[config.mk]
export PLATFORM = sky130hd
export DESIGN_NAME = sram_arbiter
export DESIGN_NICKNAME = d
export VERILOG_FILES = /design/src/rtl/sram_arbiter.sv
export SDC_FILE = /design/constraint.sdc
export NUM_CORES = 1
export LEC_CHECK = 0
export BUFFER_PORTS_ARGS = -buffer_cell sky130_fd_sc_hd__buf_2
export CAP_MARGIN = 15
export CORE_AREA = 2 2 96 98
export DETAILED_ROUTE_END_ITERATION = 8
export DIE_AREA = 0 0 98 100
export PLACE_DENSITY = 0.83
export SYNTH_ARGS = -nofsm -noshare
export SYNTH_HDL_FRONTEND = slang
export SYNTH_SLANG_ARGS = --single-unit
[constraint.sdc]
create_clock -name clk -period 5.2 [get_ports clk]
set_input_delay 1.04 -clock clk [delete_from_list [all_inputs] [get_ports clk]]
set_output_delay 1.04 -clock clk [all_outputs]
set_load 0.05 [all_outputs]
[src/rtl/sram_arbiter.sv]
// sram_arbiter
// Arbitrates a single-port asynchronous SRAM between an instruction-fetch
// port (read only) and a data port (read/write). Data requests win whenever
// both are pending in IDLE. Each transfer holds the SRAM for WAIT_CYCLES
// clocks, then pulses the granted requester's ready for one cycle.
//
// Ports:
//   clk, rst                 clock, asynchronous active-high reset
//   if_req/if_addr           fetch request and byte address
//   if_rdata/if_ready        fetched word and one-cycle completion pulse
//   mem_r_en/mem_w_en        data read/write requests (both set = write)
//   mem_addr/mem_wdata       data byte address and write data
//   mem_rdata/mem_ready      read data and one-cycle completion pulse
//   if_freeze/mem_freeze     combinational stalls for each requester
//   sram_addr/sram_wdata     SRAM word address and write data
//   sram_rdata               SRAM read data
//   sram_ce_n/sram_we_n      active-low chip enable / write enable
//
// state  | meaning
// IDLE   | no transfer; grants the next request (data first)
// ACCESS | SRAM enabled, wait counter running down to 0
// DONE   | one-cycle ready pulse to the granted requester

module sram_arbiter #(
    parameter int WAIT_CYCLES = 4
) (
    input  logic        clk,
    input  logic        rst,
    input  logic        if_req,
    input  logic [31:0] if_addr,
    output logic [31:0] if_rdata,
    output logic        if_ready,
    input  logic        mem_r_en,
    input  logic        mem_w_en,
    input  logic [31:0] mem_addr,
    input  logic [31:0] mem_wdata,
    output logic [31:0] mem_rdata,
    output logic        mem_ready,
    output logic        if_freeze,
    output logic        mem_freeze,
    output logic [15:0] sram_addr,
    output logic [31:0] sram_wdata,
    input  logic [31:0] sram_rdata,
    output logic        sram_ce_n,
    output logic        sram_we_n
);

    typedef enum logic [1:0] {
        IDLE   = 2'd0,
        ACCESS = 2'd1,
        DONE   = 2'd2
    } state_t;

    localparam logic [3:0] CNT_LOAD = 4'(WAIT_CYCLES - 1);

    state_t      state_q;
    state_t      state_d;
    logic        grant;
    logic        mem_req;
    logic [3:0]  cnt_q;
    logic        sel_mem_q;
    logic        wr_q;
    logic [15:0] addr_q;
    logic [31:0] wdata_q;
    logic [31:0] rdata_q;

    // Only word-address bits [17:2] reach the SRAM.
    logic unused_addr_bits;
    assign unused_addr_bits = ^{if_addr[31:18], if_addr[1:0],
                                mem_addr[31:18], mem_addr[1:0]};

    assign mem_req = mem_r_en | mem_w_en;

    always_ff @(posedge clk or posedge rst) begin
        if (rst) begin
            state_q <= IDLE;
        end else begin
            state_q <= state_d;
        end
    end

    always_comb begin
        state_d = state_q;
        grant   = 1'b0;
        case (state_q)
            IDLE: begin
                if (mem_req || if_req) begin
                    grant   = 1'b1;
                    state_d = ACCESS;
                end
            end
            ACCESS: begin
                if (cnt_q == 4'd0) begin
                    state_d = DONE;
                end
            end
            DONE: begin
                state_d = IDLE;
            end
            default: begin
                state_d = IDLE;
            end
        endcase
    end

    always_ff @(posedge clk or posedge rst) begin
        if (rst) begin
            cnt_q     <= 4'd0;
            sel_mem_q <= 1'b0;
            wr_q      <= 1'b0;
            addr_q    <= 16'd0;
            wdata_q   <= 32'd0;
            rdata_q   <= 32'd0;
        end else if (grant) begin
            // Data port wins in IDLE; fetches are always reads.
            sel_mem_q <= mem_req;
            wr_q      <= mem_req & mem_w_en;
            addr_q    <= mem_req ? mem_addr[17:2] : if_addr[17:2];
            wdata_q   <= mem_wdata;
            cnt_q     <= CNT_LOAD;
        end else if (state_q == ACCESS) begin
            if (cnt_q == 4'd0) begin
                if (!wr_q) begin
                    rdata_q <= sram_rdata;
                end
            end else begin
                cnt_q <= cnt_q - 4'd1;
            end
        end
    end

    assign sram_ce_n  = (state_q != ACCESS);
    assign sram_we_n  = !((state_q == ACCESS) && wr_q);
    assign sram_addr  = addr_q;
    assign sram_wdata = wdata_q;

    assign if_ready   = (state_q == DONE) && !sel_mem_q;
    assign mem_ready  = (state_q == DONE) && sel_mem_q;
    assign if_rdata   = rdata_q;
    assign mem_rdata  = rdata_q;

    assign if_freeze  = if_req & ~if_ready;
    assign mem_freeze = mem_req & ~mem_ready;

endmodule
==> results.yml <==
synthesis:
  seq_area_frac_synth_pct: 55.7
  syn-num-nets: 427
  synthFlopType: "dfrtp_1"
  yosysTopAreaCell: "dfrtp_1"
  avgSynthCellArea_sq_um: 13.5
  netlist_top_cells_count: "dfrtp_1 (88), a21oi_1 (36), mux2_2 (35)"
  syn_inst: 292
  yosysUniqueCellTypes: 32
  synth_area_sq_mm: 0.00395
  synth_area_leaders: "dfrtp_1 (56%), mux2_4 (11%), mux2_2 (10%)"
  synth_most_common_cell: "dfrtp_1"
  synth_edf_count: 0
  synthArstFlopShare_pct: 100
  yosys_warnings: 0
  synth-seq-cells: 88
  yosys.area.top_type_share_pct: 55.7
sta:
  fin_crit_sh_pct: 55.7
  final.setup.tns_ns: 0
  drv_slew: 0
  layout_min_cycle_time_ns: 2.89
  hold_slack_ns: 0.506
  final.setup_skew_ns: 0.0117
  setup_viol: 0
  worstMarginPinSlew_ns: 1.11
  rsz0062_at_grt: "no"
  hold_violations: 0
  slew_headroom_pct: 26.2
  timing.fmax_ghz: 0.345
worst_setup_path:
  crit_family: "simple AND/OR/NAND/NOR gates"
  crit_buf_inv: 1
  crit_type: "input pin to flop"
  worst_path_max_delay_cell: "and2_2"
  rr_startpoint: "state_q[1]"
  endpoint_kind: "flop"
  crit_path_start_kind: "input pin"
  worstSetupPathDepth: 4
  cp.required_ns: 5.43
  r2r_end: "if_rdata[26]"
  reg2regPathDepth: 4
  cp_max_fo: 51
  path_cells: "buf_2, or3_1, and2_2, mux2_2"
  crit_path_max_incr_delay_ns: 1.00
  arrival_ns: 3.13
  rrSetupSlack_ns: 2.68
finish:
  layout.nets: 610
  drive_above_1_share_pct: 64.0
  synthToLayoutAreaGrowth_pct: 27.6
  insertedDiodeCount: 0
  fillers: 786
grt:
  grtUsageMet1_pct: 21.1
  antenna_found_initial: 0
  grt_pass1_wl_microns: 13800
  grt_start_max_net_pins: 52
  grt-busiest-layer: "met2"
  grt.overflow.total: 0
  use_met2_pct: 30.7
  grtUsageTotal_pct: 17.7
  grt_pass1_vias: 2852
  use_met3_pct: 5.01
status:
  status: "finished, final reports clean"
cts:
  tritoncts: "done"
  root_buffer: "clkbuf_8"
  clk_path_buf_depth: 2
  post_cts_buffers: 0
  cts.clk_slew.worst_paths_ns: 0.08
  cts_resized: 0
  cts_sinks: 88
  cts_inserted_buffers: 9
  cts-hold-fix-buffers: 0
  cts_max_level: 3
  clk_latency_ns: 0.35
worst_hold_path:
  min_from: "sram_wdata[11]"
  whs_endpoint: "sram_wdata[11]"
  hp-class: "flop to flop"
  min_path_cells: 1
floorplan:
  rows: 35
  start_util_pct: 44.5
  io-pin-count: 251
  die_w_microns: 98
  core_sq_mm: 0.00889
  die_area_sq_mm: 0.00980
  die_h_microns: 100
routing:
  drtPass1Iterations: 4
  ant_nets: 0
  drc_errors: 0
  routed_wirelength_microns: 8740
  vias_per_cell: 4.90
  drt_iter0_drc: 60
  wl_per_cell_microns: 14.8
  dr_total_vias: 2893
placement:
  portBuffers: 218
  place.gp.congestion: 0.726
  place_hpwl_microns: 6530
run:
  drv_cap: 0
## layout make-up
class	count	area (sq um)	share of cell area (%)
clock inverter	6	45.0	0.893
clock buffer	10	128	2.53
inverter	5	20.0	0.397
sequential	88	2200	43.7
tap	111	139	2.75
multi-input combinational	151	1410	27.9
timing repair buffer	220	1110	21.9
## per-layer routing
metal | vias to the layer above | part of all wire, %
li1 | 1350 | -
met1 | 1379 | 39
met2 | 154 | 51
met3 | 10 | 8.5
met4 | 0 | 1.1
met5 | - | 0
## placed cells by master, fill, tap and decap left out, types with 2 or more instances in the layout
cell type	netlist	routed
buf_2	6	218
dfrtp_1	88	88
a21oi_1	36	36
mux2_2	35	35
mux2_4	30	30
mux2i_1	16	16
clkbuf_8	0	9
nor2_1	7	7
nand2_1	3	3
o21ai_0	3	3
inv_1	4	3
clkinvlp_4	0	3
nor3b_1	2	2
nand3_1	2	2
clkinv_2	0	2
nand4b_1	2	2
ha_1	2	2
buf_4	32	2
## worst reg2reg max path, stage by stage (launching register included)
cell	delay (ns)
dfrtp_1	0.41
and2b_2	0.30
inv_2	0.09
or4_2	1.11
mux2_4	0.49
## cell families after synthesis
| kind of cell | Yosys count | share of synthesized area [%] |
|---|---|---|
| AOI/OAI and AO/OA | 42 | 5.63 |
| and+or+nand+nor | 26 | 3.80 |
| DFF | 88 | 55.7 |
| adders and majority gates | 2 | 0.633 |
| muxes | 81 | 25.4 |
| buffers and inverters | 53 | 8.83 |
## flip-flops by register name, summed over array words and instances, names as in the netlist
signal	cells
sel_mem_q	1
cnt_q	4
sram_addr	16
if_rdata	32
wr_q	1
sram_wdata	32
state_q	2
## stage by stage
step                instance area, sq um  setup slack, ns  cells  utilization (%)
CTS                                 5040             2.28    591             56.7
global placement                    4870             1.95    575             54.8
finish                              5040             2.31    591             56.7
detailed placement                  4870             1.91    575             54.8
global route                        5040             2.14    591             56.7
floorplan                           3950             1.88    292                -
## worst max path at each step
stage	startpoint	to	slack, ns
floorplan	rst	cnt_q[0]	1.88
global placement	if_req	sram_wdata[28]	1.95
detailed placement	if_req	sram_wdata[22]	1.91
CTS	if_req	sram_wdata[22]	2.28
global route	mem_w_en	sram_wdata[4]	2.14
finish	if_req	sram_wdata[22]	2.31
Power is left out: the tool's default activity adds up to more than one toggle a clock period on the data nets, which glitch-free logic cannot reach.
